--- src/rtl/alu_pkg.sv ---
// Shared ALU definitions: default operand width and operation encodings.
package alu_pkg;

    localparam int ALU_WIDTH = 16;

    typedef enum logic [1:0] {
        OP_ADD = 2'd0,
        OP_SUB = 2'd1,
        OP_MUL = 2'd2,
        OP_DIV = 2'd3
    } op_e;

endpackage

--- src/rtl/alu_div16.sv ---
// Combinational restoring divider, one compare/subtract stage per quotient bit.
// A zero divisor yields an all-ones quotient and raises o_div_by_zero.
module alu_div16 #(
    parameter int WIDTH = 16
) (
    input  logic [WIDTH-1:0] i_num,
    input  logic [WIDTH-1:0] i_den,
    output logic [WIDTH-1:0] o_quotient,
    output logic             o_div_by_zero
);

    logic [WIDTH:0]   w_rem;
    logic [WIDTH-1:0] w_quot;

    // Partial remainder is one bit wider so the shifted value never overflows.
    always_comb begin
        w_rem  = '0;
        w_quot = '0;
        for (int i = WIDTH - 1; i >= 0; i--) begin
            w_rem = {w_rem[WIDTH-1:0], i_num[i]};
            if (w_rem >= {1'b0, i_den}) begin
                w_rem     = w_rem - {1'b0, i_den};
                w_quot[i] = 1'b1;
            end
        end
    end

    assign o_quotient    = w_quot;
    assign o_div_by_zero = (i_den == '0);

endmodule

--- src/rtl/alu.sv ---
// Single-cycle-latency unsigned ALU (add/sub/mul/div) with registered result and validity flag.
// Divide support is built only when ALU_DIV_EN is defined; otherwise op=3 returns res=0, isValid=0.
module alu
    import alu_pkg::*;
#(
    parameter int WIDTH = ALU_WIDTH
) (
    input  logic             clk,
    input  logic             rst,
    input  logic [0:WIDTH-1] num1,
    input  logic [0:WIDTH-1] num2,
    input  logic [0:1]       op,
    output logic [0:WIDTH-1] res,
    output logic             isValid
);

    logic [WIDTH-1:0]   w_a;
    logic [WIDTH-1:0]   w_b;
    logic [WIDTH:0]     w_sum;
    logic [WIDTH:0]     w_diff;
    logic [2*WIDTH-1:0] w_prod;
    logic [WIDTH-1:0]   w_res_nxt;
    logic               w_valid_nxt;
    logic [WIDTH-1:0]   r_res;
    logic               r_valid;

    // Port bit 0 is the MSB; these copies give conventional [MSB:0] arithmetic.
    assign w_a = num1;
    assign w_b = num2;

    assign w_sum  = {1'b0, w_a} + {1'b0, w_b};
    assign w_diff = {1'b0, w_a} - {1'b0, w_b};
    assign w_prod = {{WIDTH{1'b0}}, w_a} * {{WIDTH{1'b0}}, w_b};

`ifdef ALU_DIV_EN
    logic [WIDTH-1:0] w_quot;
    logic             w_dbz;

    alu_div16 #(
        .WIDTH(WIDTH)
    ) u_div (
        .i_num        (w_a),
        .i_den        (w_b),
        .o_quotient   (w_quot),
        .o_div_by_zero(w_dbz)
    );
`endif

    always_comb begin
        w_res_nxt   = '0;
        w_valid_nxt = 1'b0;
        case (op_e'(op))
            OP_ADD: begin
                w_res_nxt   = w_sum[WIDTH-1:0];
                w_valid_nxt = ~w_sum[WIDTH];
            end
            OP_SUB: begin
                // Top bit of the widened difference is the borrow.
                w_res_nxt   = w_diff[WIDTH-1:0];
                w_valid_nxt = ~w_diff[WIDTH];
            end
            OP_MUL: begin
                w_res_nxt   = w_prod[WIDTH-1:0];
                w_valid_nxt = (w_prod[2*WIDTH-1:WIDTH] == '0);
            end
            OP_DIV: begin
`ifdef ALU_DIV_EN
                w_res_nxt   = w_quot;
                w_valid_nxt = ~w_dbz;
`else
                w_res_nxt   = '0;
                w_valid_nxt = 1'b0;
`endif
            end
        endcase
    end

    always_ff @(posedge clk) begin
        if (rst) begin
            r_res   <= '0;
            r_valid <= 1'b0;
        end else begin
            r_res   <= w_res_nxt;
            r_valid <= w_valid_nxt;
        end
    end

    assign res     = r_res;
    assign isValid = r_valid;

endmodule

--- config.mk ---
export PLATFORM = sky130hd
export DESIGN_NAME = alu
export DESIGN_NICKNAME = d
export VERILOG_FILES = /design/src/rtl/alu_pkg.sv /design/src/rtl/alu_div16.sv /design/src/rtl/alu.sv
export SDC_FILE = /design/constraint.sdc
export NUM_CORES = 1
export LEC_CHECK = 0
export ABC_AREA = 1
export CELL_PAD_IN_SITES_DETAIL_PLACEMENT = 1
export CELL_PAD_IN_SITES_GLOBAL_PLACEMENT = 1
export CORE_UTILIZATION = 40
export DETAILED_ROUTE_END_ITERATION = 6
export HOLD_SLACK_MARGIN = 0.1
export MAX_ROUTING_LAYER = met4
export PLACE_DENSITY_LB_ADDON = 0.05
export SLEW_MARGIN = 20
export SYNTH_ARGS = -nofsm -noshare
export SYNTH_HDL_FRONTEND = slang
export SYNTH_SLANG_ARGS = --single-unit
--- constraint.sdc ---
create_clock -name clk -period 8.6 [get_ports clk]
set_clock_uncertainty 0.15 [all_clocks]
set_input_delay 1.72 -clock clk [delete_from_list [all_inputs] [get_ports clk]]
set_output_delay 1.72 -clock clk [all_outputs]
set_load 0.1 [all_outputs]
==> summary.md, run 1 <==
| Metric | Value |
|---|---|
| Post-Syn Nets | 2082 |
| Startpoint types | input port |
| H-tree depth reported by CTS | 1 |
| Total number of vias | 10.5k |
| Endpoints failing setup | 0 |
| Run status | finished, final reports clean |
| Worst-margin pin slew | 982 ps |
| Proportion of layout cells with a drive suffix above 1 | 3.94% |
| Post-synth EDFFs | 0 |
| Post-cts resize count | 0 |
| Final Max Tran Viols | 0 |
| Initial Util | 41.1% |
| GP Congestion | 0.889 |
| Hold buffers post-CTS | 0 |
| Synthesized area | 11600 µm² |
| Crit path largest cell delay | 850 ps |
| Maxcap violations | 0 |
| # fillers | 3724 |
| Async set or reset register ratio after synthesis | 0% |
| CTS root buffer | clkbuf_16 |
| Total CTS buffers | 3 |
| WP buf/inv | 6 |
| Post-CTS setup buffers | 0 |
| Commonest non-fill, non-tap cell in the layout | nand2_1 |
| Worst-path clk slew | 60 ps |
| Nets | 2120 |
| Yosys warns | 0 |
| Post-DP HPWL | 36.2 mm |
| Tmin final | 8090 ps |
| Largest net degree at the start of global routing | 18 |
| Die ar. | 29600 µm² |
| Min-Delay Path Class | in -> reg |
| Synth unique cells | 37 |
| DRT Pass-1 Iters | 5 |
| Critical Path RT | 8640 ps |
| Final worst-path cycle share | 94.0% |
| Synth Flop Type | dfxtp_1 |
| Antenna-violating nets left | 0 |
| Routed WL per cell | 19.2 µm |
| Worst path top cell family by delay | adder cells |
| IO buf count | 52 |
| Register area share after synthesis | 2.94% |
| Clock Sinks | 17 |
| # DRC | 0 |
| Avg Cell Area, Syn | 6.75 µm² |
| IO Count | 53 |
| Fmax | 0.124 GHz |
| Die width | 172 µm |
| Vias in the first global route | 11.6k |
| Max_slew headroom | 34.3% |
| CP Class | in -> reg |
| Final wirelength | 41.0 mm |
| 1st-iter DRT viols | 511 |
| Antenna violations before repair | 1 |
| First-pass GRT wire length | 65.3 mm |
| Crit path top cell by count | nand2_1 |
| Grt ovf | 0 |
| TritonCTS clock tree | built |
| Worst-case clock buffer depth | 2 |
| #FFs+latches synth | 17 |
| Global Route Usage Sum | 30.5% |
| CP max stage cell | clkdlybuf4s50_1 |
| Final TNS setup | 0 ps |
| Crit path DAT | 8130 ps |
| Crit Path Max Fanout | 9 |
| Core area | 28200 µm² |
| Area Growth Syn to Fin | 10.1% |
| Chip height | 172 µm |
| RSZ-0062 raised after global routing | no |
| Vias/cell | 4.93 |
| Cells after synthesis | 1714 |
| Final Hold Viols | 0 |
| Row cnt | 61 |
| Most frequent cells in the layout | nand2_1 (507), inv_1 (482), fa_1 (196), ha_1 (136), nor2_1 (70) |
| CP endpoint kind | flip-flop |
[path summary, 6_finish.rpt]
path	cells past startpoint	to	start
worst max-delay path	27	isValid	num1[7]
worst min-delay path	3	res[15]	op[0]
[synth_stat cells, drive strengths merged, types with 2 or more instances]
cell | n | area share, %
nor2 | 74 | 2.5
inv | 484 | 16
a211oi | 2 | 0.13
nand3b | 2 | 0.13
nand4 | 6 | 0.32
a221oi | 2 | 0.15
nor3 | 7 | 0.39
xnor2 | 6 | 0.45
nand3 | 60 | 2.6
fa | 196 | 34
nor4 | 2 | 0.11
nand2 | 508 | 16
and2 | 4 | 0.22
o21ai | 45 | 2.0
ha | 136 | 15
a21oi | 67 | 3.0
clkbuf | 56 | 1.9
a31oi | 10 | 0.54
dfxtp | 17 | 2.9
or2 | 7 | 0.38
buf | 7 | 0.35
o21bai | 5 | 0.32
xor2 | 7 | 0.53
[state kept, by name, indices dropped and copies added (netlist names)]
signal / flops
isValid: 1
res: 16
[per-layer routing]
layer  track usage (%)  vias up  part of all wire, %
li1                  -     5043                    -
met1              36.9     5202                   43
met2              55.0      214                   51
met3              2.49       44                  3.4
met4              6.43        0                  2.3
met5                 -        -                    0
[metrics by stage]
step / hold slack [ps] / cell area (µm²) / util [%] / setup slack (ps) / std cells
floorplan: 1640 / 11600 / - / 1560 / 1714
global placement: 2350 / 12700 / 44.9 / 267 / 2125
detailed placement: 2350 / 12700 / 44.9 / 258 / 2125
CTS: 2090 / 12700 / 45.2 / 498 / 2129
global route: 2120 / 12700 / 45.2 / 156 / 2130
finish: 2080 / 12700 / 45.2 / 514 / 2130
[logic make-up (layout without fill, tap and decap cells)]
| kind of cell | after synthesis | count (layout) | synth area share, % |
|---|---|---|---|
| AO/OA/AOI/OAI | 133 | 133 | 6.30 |
| XOR/XNOR | 13 | 13 | 0.984 |
| adder cells (fa/ha/maj) | 332 | 332 | 48.6 |
| buffers and inverters | 547 | 584 | 17.9 |
| flip-flops | 17 | 17 | 2.94 |
| other | 0 | 1 | 0 |
| AND/OR/NAND/NOR | 672 | 672 | 23.3 |
[cell type report]
class / instances / area, µm² / share of cell area [%]
clock buffer: 3 / 75.1 / 0.589
multi-input combinational: 1150 / 9160 / 71.9
tap: 378 / 473 / 3.71
timing repair buffer: 96 / 863 / 6.78
antenna: 1 / 2.50 / 0.0196
sequential: 17 / 340 / 2.67
clock inverter: 1 / 5.00 / 0.0393
inverter: 484 / 1820 / 14.3
Power of run 1 is not shown: default switching activity piles up to over one toggle a cycle in this logic, so the estimate is an artifact.
==> run 2, diff against run 1 <==
--- a/config.mk
+++ b/config.mk
@@ -12,7 +12,8 @@
 export DETAILED_ROUTE_END_ITERATION = 6
 export HOLD_SLACK_MARGIN = 0.1
 export MAX_ROUTING_LAYER = met4
-export PLACE_DENSITY_LB_ADDON = 0.05
+export PLACE_DENSITY_LB_ADDON = 0.1
+export SETUP_SLACK_MARGIN = 0.2
 export SLEW_MARGIN = 20
 export SYNTH_ARGS = -nofsm -noshare
 export SYNTH_HDL_FRONTEND = slang
==> run 2 against run 1 <==
  * Cell count down 0.19%
  * Worst hold slack worse by 2.4 ps
  * Critical path depth down 2
  * Via count up 0.40%
  * Flip-flop and latch count unchanged
  * Cell area down 0.31%
  * Utilization down 0.14 points
  * Fmax up 1.8%
  * Die area unchanged
  * Routed wire length down 4.1%
  * Worst setup slack better by 140 ps
  * Critical path type unchanged
==> summary.md, run 2 (synthesis results as in run 1) <==
| Metric | Value |
|---|---|
| Run status | finished, final reports clean (unchanged) |
| Chip height | 172 µm (unchanged) |
| Endpoints failing setup | 0 (unchanged) |
| 1st-iter DRT viols | 480 (was 511) |
| Proportion of layout cells with a drive suffix above 1 | 3.72% (was 3.94%) |
| Design Area, Final | 12700 µm² (about the same) |
| Initial Util | 41.1% (unchanged) |
| Worst-case clock buffer depth | 2 (unchanged) |
| Row cnt | 61 (unchanged) |
| Critical Path RT | 8640 ps (about the same) |
| Max reg flops | 16 (unchanged) |
| Final design utilization | 45.1% (was 45.2%) |
| Most frequent cells in the layout | nand2_1 (507), inv_1 (482), fa_1 (196), ha_1 (136), nor2_1 (70) (unchanged) |
| Worst-margin pin slew | 983 ps (was 982 ps) |
| Total number of vias | 10.5k (about the same) |
| Grt ovf | 0 (unchanged) |
| Commonest non-fill, non-tap cell in the layout | nand2_1 (unchanged) |
| First-pass GRT wire length | 63.1 mm (was 65.3 mm) |
| Final TNS setup | 0 ps (unchanged) |
| Die width | 172 µm (unchanged) |
| TritonCTS clock tree | built (unchanged) |
| Fmax | 0.126 GHz (was 0.124 GHz) |
| Antenna violations before repair | 1 (unchanged) |
| DRT Pass-1 Iters | 4 (was 5) |
| Area Growth Syn to Fin | 9.71% (was 10.1%) |
| Largest net degree at the start of global routing | 18 (unchanged) |
| Final Max Tran Viols | 0 (unchanged) |
| Tmin final | 7950 ps (was 8090 ps) |
| Global Route Usage Sum | 29.1% (was 30.5%) |
| Post-CTS setup buffers | 0 (unchanged) |
| Antenna-violating nets left | 0 (unchanged) |
| Clock Sinks | 17 (unchanged) |
| Total CTS buffers | 3 (unchanged) |
| H-tree depth reported by CTS | 1 (unchanged) |
| Routed WL per cell | 18.5 µm (was 19.2 µm) |
| Min-Delay Path Class | in -> reg (unchanged) |
| Startpoint types | input port (unchanged) |
| Crit path DAT | 7990 ps (was 8130 ps) |
| Final Hold Viols | 0 (unchanged) |
| Crit Path Max Fanout | 11 (was 9) |
| Die ar. | 29600 µm² (unchanged) |
| Vias in the first global route | 11.7k (was 11.6k) |
| Post-cts resize count | 0 (unchanged) |
| Hold buffers post-CTS | 0 (unchanged) |
| Core area | 28200 µm² (unchanged) |
| Vias/cell | 4.96 (was 4.93) |
| Placed cell areas | 12600 µm² (was 12700 µm²) |
| Hold slack | 2080 ps (about the same) |
| Nets | 2116 (was 2120) |
| Final worst-path cycle share | 92.4% (was 94.0%) |
| # DRC | 0 (unchanged) |
| Max_slew headroom | 34.3% (about the same) |
| RSZ-0062 raised after global routing | no (unchanged) |
| Worst-path clk slew | 50 ps (was 60 ps) |
| CP endpoint kind | flip-flop (unchanged) |
| CP Class | in -> reg (unchanged) |
| Maxcap violations | 0 (unchanged) |
| GP Congestion | 0.909 (was 0.889) |
| IO Count | 53 (unchanged) |
| CTS root buffer | clkbuf_16 (unchanged) |
| Final wirelength | 39.3 mm (was 41.0 mm) |
| IO buf count | 52 (unchanged) |
| Post-DP HPWL | 34.5 mm (was 36.2 mm) |
[run 2: cell types whose count changed in the layout (fill, tap and decap cells not counted), sizes merged]
cell / delta
buf: -4
clkdlybuf4s50: -1
dlymetal6s2s: +1
[run 2: final timing paths]
| path | start | endpoint | slack [ps] | cells after the start |
|---|---|---|---|---|
| setup / recovery | num2[5] | isValid | 650 | 25 |
| hold / removal | op[0] | res[15] | 2080 | 3 |
[run 2: worst max-delay path, cell delays in order]
cell             delay [ps]
clkdlybuf4s50_1         790
ha_1                    510
fa_1                    520
inv_1                    60
fa_1                    580
fa_1                    460
fa_1                    500
inv_1                    50
fa_1                    430
ha_1                    290
ha_1                    460
nand2_1                 150
inv_2                    70
nand3_1                 210
nor3b_2                 260
nand2_1                 160
nand3b_1                120
nand2_1                  50
nand2_1                  70
nand3_1                  90
nor2_1                  130
nand2_1                  70
nand3_1                  90
nand2_1                  60
inv_1                    50
[run 2: layout make-up]
| class | instances | area (µm²) |
|---|---|---|
| Antenna cell | 1 | 2.50 |
| Clock buffer | 3 | 75.1 |
| Clock inverter | 1 | 5.00 |
| Fill cell | 3710 | 15500 |
| Inverter | 484 | 1820 |
| Multi-Input combinational cell | 1150 | 9160 |
| Sequential cell | 17 | 340 |
| Tap cell | 378 | 473 |
| Timing Repair Buffer | 92 | 823 |
[run 2: stage by stage]
step	setup slack, ps	cells
global placement	245	2121
detailed placement	164	2121
floorplan	1560	1714
finish	654	2126
CTS	410	2125
global route	264	2126
[run 2: metal layers]
| metal | track usage (%) | share of wire, % |
|---|---|---|
| met3 | 1.51 | 2.7 |
| met1 | 34.5 | 43 |
| met2 | 54.3 | 52 |
| met5 | - | 0 |
| met4 | 5.93 | 2.5 |
Power of run 2 is left out for the same reason.
==> variant 1, RTL diff (settings of run 1) <==
Register the output `res` once more; this adds one clock of latency there. The other outputs are not delayed to match.
--- a/src/rtl/alu.sv
+++ b/src/rtl/alu.sv
@@ -87,3 +87,5 @@
 
-    assign res     = r_res;
+    always_ff @(posedge clk) begin
+        res <= r_res;
+    end
     assign isValid = r_valid;
Formal check against the unedited RTL: not equivalent (Yosys sat finds a counterexample within 4 cycles, from zero or initial values and one cycle with rst high).
==> variant 1 against run 1 <==
  * Worst setup slack improved by 0.23 ns
  * Cell area rose by 2.9%
  * Wire length down 7.0%
  * Synthesized area is 2.8% higher
  * Largest cell class unchanged
  * Sequential cell count up 16
  * Fmax rose by 2.9%
  * Count of clock-buffer cells in the layout rose by 4
Power is left out: the tool's default activity adds up to more than one toggle a clock period on the data nets, which glitch-free logic cannot reach.
==> variant 1: results (changes against run 1) <==
Synth:
- The count of warnings emitted by yosys is 0 (unchanged).
- The commonest cells after synthesis are sky130_fd_sc_hd__nand2_1 (502), sky130_fd_sc_hd__inv_1 (460), sky130_fd_sc_hd__fa_1 (196).
- The share of synthesized area occupied by flip-flops and latches is 0.0555 (+0.0261).
- Yosys attributes the largest share of cell area to sky130_fd_sc_hd__fa_1 (33%), sky130_fd_sc_hd__nand2_1 (16%), sky130_fd_sc_hd__inv_1 (15%).
- The number of distinct standard cells referenced by the synthesized netlist is 44 (+19%).
- The share of synthesized registers carrying an async set or reset is 0 (unchanged).
- The post-synthesis average cell area was 6.96 um2 (+3.0%).

Layout:
- The fraction of layout cells with a size suffix above 1 is 0.0487 (+0.00925).
- The number of filler instances in the final layout is 3,767 (+1.2%).
- The antenna cell count was 0 (-1).

GRT:
- The pin count of the biggest net entering global routing is 18 (unchanged).
- The number of antenna violations at the first check in global routing was 0 (-1).
- The global-route wire length before repair is 62,800 um (-3.9%).
- The overall track demand over capacity in global routing is 0.274 (-0.0303).
- The number of global-route vias before repair came to 11,800 (+1.2%).

Hold path:
- The number of stages on the worst hold path is 0 (-3).
- The hold path startpoint is r_res[9].
- The path type of the worst min-delay path is flop to flop.
- The worst hold path terminates at res[6].

Clock tree:
- The post-cts resize count is 0 (unchanged).
- The H-tree level count is 2 (+1).
- The CTS buffer count is 5 (+2).
- The CTS root buffer is sky130_fd_sc_hd__clkbuf_16.
- The largest buffer count on any clock path is 2 (unchanged).
- After clock tree synthesis, the clock-pin slew on the worst setup and hold paths is 0.05 ns.
- The clock reaches the later pin of the worst-skew pair after 0.27 ns.
- The buffers inserted during post-CTS setup optimization came to 0 (unchanged).

Place:
- The setup slack at placement was 0.443 ns (+0.185 ns).
- The placed instance count is 2,123 (-0.094%).
- The half-perimeter wire length of the detailed placement result was 33,400 um (-7.8%).
- The instance area after placement was 0.0129 mm2 (+2.2%).
- The routability congestion estimate came to 0.890 (+0.16%).
- The count of input and output buffers was 52 (unchanged).

Detailed routing:
- The routed wirelength normalized by instance count is 17.9 um (-7.0%).
- The iteration count of the initial detailed-routing pass was 4 (-1).
- The total routed wirelength was 38,100 um (-7.0%).
- The total number of vias was 10,500 (-0.038%).
- The number of DRC markers in iteration 0 was 379 (-26%).

Critical path:
- Grouping stages by cell kind, the critical path spends the most delay in adder cells.
- The reg-to-reg setup timing slack is roughly 8 ns.
- The highest cell delay on the worst timing path came to 0.82 ns (-0.03 ns).
- For the worst flop-to-flop path, the logic depth is 0.
- The slowest library cell on the worst path is sky130_fd_sc_hd__clkdlybuf4s50_1.
- The maximum fanout along the worst path is 9 (unchanged).
- The endpoint arrival time on the critical path came to 7.93 ns (-0.20 ns).
- The origin of the critical flop-to-flop path is r_res[13].
- The worst register-to-register path ends at res[2].

Timing:
- The pin slew with the least headroom to its limit came to 0.991 ns (+0.00913 ns).
- The part of the cycle the worst path needs is 0.914 (-0.0263).

Status:
- The flow ran to the end, and the final reports show no timing, DRC or antenna violations.
[variant 1: changes by cell type after synthesis, sizes merged, moves of 5 or more]
cell          run 1  this run
nand3            60        65
dfxtp            17        33
or2               7         2
o21ai            45        36
nor2             74        65
nand2           508       513
inv             484       469
[variant 1: cells by family (layout without fill, tap and decap cells)]
group	count (synthesis)	after routing	synth area share
simple gates	674	674	0.235
fa+ha+maj	332	332	0.473
xor+xnor	11	11	0.00810
compound gates	131	131	0.0612
flops	33	33	0.0555
buf+inv	529	566	0.167
[variant 1: final cells by class]
class                           count  area share
Clock inverter                      1     0.00229
Sequential cell                    33      0.0504
Tap cell                          384      0.0367
Inverter                          471       0.135
Multi-Input combinational cell   1148       0.705
Clock buffer                        7      0.0109
Timing Repair Buffer               87      0.0598
[variant 1: worst max-delay path by stage]
| stage | startpoint | end | cells after the start |
|---|---|---|---|
| 6_report | num2[14] | isValid | 28 |
| 5_1_grt | num1[9] | isValid | 27 |
| 4_1_cts | num1[9] | r_res[15] | 24 |
| 3_5_place_dp | num1[9] | r_res[15] | 24 |
| 3_3_place_gp | num2[14] | isValid | 28 |
| 2_1_floorplan | num2[14] | isValid | 28 |
[variant 1: per-layer routing]
| metal | vias to the layer above | GRT usage | share of wire |
|---|---|---|---|
| met5 | - | - | 0 |
| li1 | 5059 | - | - |
| met3 | 53 | 0.0125 | 0.017 |
| met4 | 0 | 0.0577 | 0.023 |
| met1 | 5240 | 0.331 | 0.44 |
| met2 | 147 | 0.504 | 0.53 |
[variant 1: per-stage QoR]
step,hold WS [ns],util
2_1_floorplan,0.160,-
3_3_place_gp,0.161,0.446
3_5_place_dp,0.163,0.446
4_1_cts,0.175,0.452
5_1_grt,0.180,0.452
6_report,0.170,0.452
==> variant 2, RTL diff (config.mk and constraints of run 1) <==
Made on the original files. Build with the macro `ALU_DIV_EN` defined.
--- a/src/rtl/alu.sv
+++ b/src/rtl/alu.sv
@@ -2,2 +2,4 @@
 // Divide support is built only when ALU_DIV_EN is defined; otherwise op=3 returns res=0, isValid=0.
+`define ALU_DIV_EN
+
 module alu
Formal check against the unedited RTL: not equivalent (a bounded check fails within 4 cycles, from zero or initial values and one cycle with rst high).
==> variant 2 against run 1 <==
  * The run now fails in global routing
  * Synthesized area increased by 100%
==> variant 2: results (changes against run 1) <==
Synth:
- The number of distinct standard cells referenced by the synthesized netlist came to 64 (+73%).
- The area share of xor/xnor cells in the synthesized design is 0.0787 (+0.0688).
- Yosys attributes the largest share of cell area to sky130_fd_sc_hd__ha_1 (21%), sky130_fd_sc_hd__fa_1 (18%), sky130_fd_sc_hd__inv_1 (12%).
- The count of mapped cells out of synthesis is 3,507 (+100%).
- Ranked by instance count, the synthesized netlist is headed by sky130_fd_sc_hd__inv_1 (736), sky130_fd_sc_hd__nand2_1 (728), sky130_fd_sc_hd__ha_1 (391).
- The post-synthesis compound-gate area fraction came to 0.164 (+0.101).
- The post-synthesis net count is 4,144 (+99%).
- The multiplexer area fraction after synthesis came to 0 (unchanged).
- The adder-cell share of the synthesized area is 0.385 (-0.101).
- The post-synthesis register bit count is 17 (unchanged).
- The primary flip-flop cell chosen by synthesis mapping is sky130_fd_sc_hd__dfxtp_1.
- The share of synthesized area occupied by flip-flops and latches came to 0.0144 (-0.0150).
- The count of warnings emitted by yosys was 0 (unchanged).
- The share of synthesized registers carrying an async set or reset came to 0 (unchanged).

Status:
- The last stage the flow got to is global routing.
- The tool reported: "[ERROR GRT-0232] Routing congestion too high. Check the congestion heatmap in the GUI".
- The run stopped with a tool error.

Clock tree:
- The buffers inserted during post-CTS setup optimization is 289 (+289).
- The CTS root buffer is sky130_fd_sc_hd__clkbuf_16.
- The largest buffer count on any clock path was 2 (unchanged).
- The post-cts resize count is 419 (+419).
- The H-tree level count is 1 (unchanged).
- The CTS buffer count is 3 (unchanged).

GRT:
- The pin count of the biggest net entering global routing is 29.
- The number of antenna violations at the first check in global routing came to 19.
- Global routing finished with a remaining overflow of between 150 and 200.
- The overall track demand over capacity in global routing is 0.741.

Place:
- The count of input and output buffers is 52 (unchanged).
- The placed instance count is 5,139 (+140%).
- The routability congestion estimate is 0.947 (+6.6%).
- The half-perimeter wire length of the detailed placement result is 85,900 um (+140%).

Timing:
- The worst-path endpoint after global-route repair_timing is res[15]$_SDFF_PP0_/D.
- The worst endpoint kind after the last repair is a register input.
## variant 2: changes by cell type after synthesis, moves of 95 or more
cell / run 1 / this run
sky130_fd_sc_hd__a21oi_1: 65 / 264
sky130_fd_sc_hd__ha_1: 136 / 391
sky130_fd_sc_hd__inv_1: 482 / 736
sky130_fd_sc_hd__nand2_1: 507 / 728
sky130_fd_sc_hd__nor2_1: 70 / 165
sky130_fd_sc_hd__o21ai_0: 41 / 199
sky130_fd_sc_hd__xor2_1: 7 / 126
## variant 2: per-stage QoR
| step | TNS, ns | worst slack (ns) | instance area, um2 |
|---|---|---|---|
| floorplan | -182.75 | -29.25 | 24100 |
| global placement | -182.56 | -28.24 | 31800 |
| detailed placement | -198.73 | -30.45 | 31800 |
| CTS | -170.91 | -27.33 | 35700 |
## variant 2: metal layers
metal | GRT usage | GRT overflow
met1 | 0.710 | 5
met2 | 0.925 | 117
met3 | 0.545 | 2
met4 | 0.751 | 63
met5 | - | -
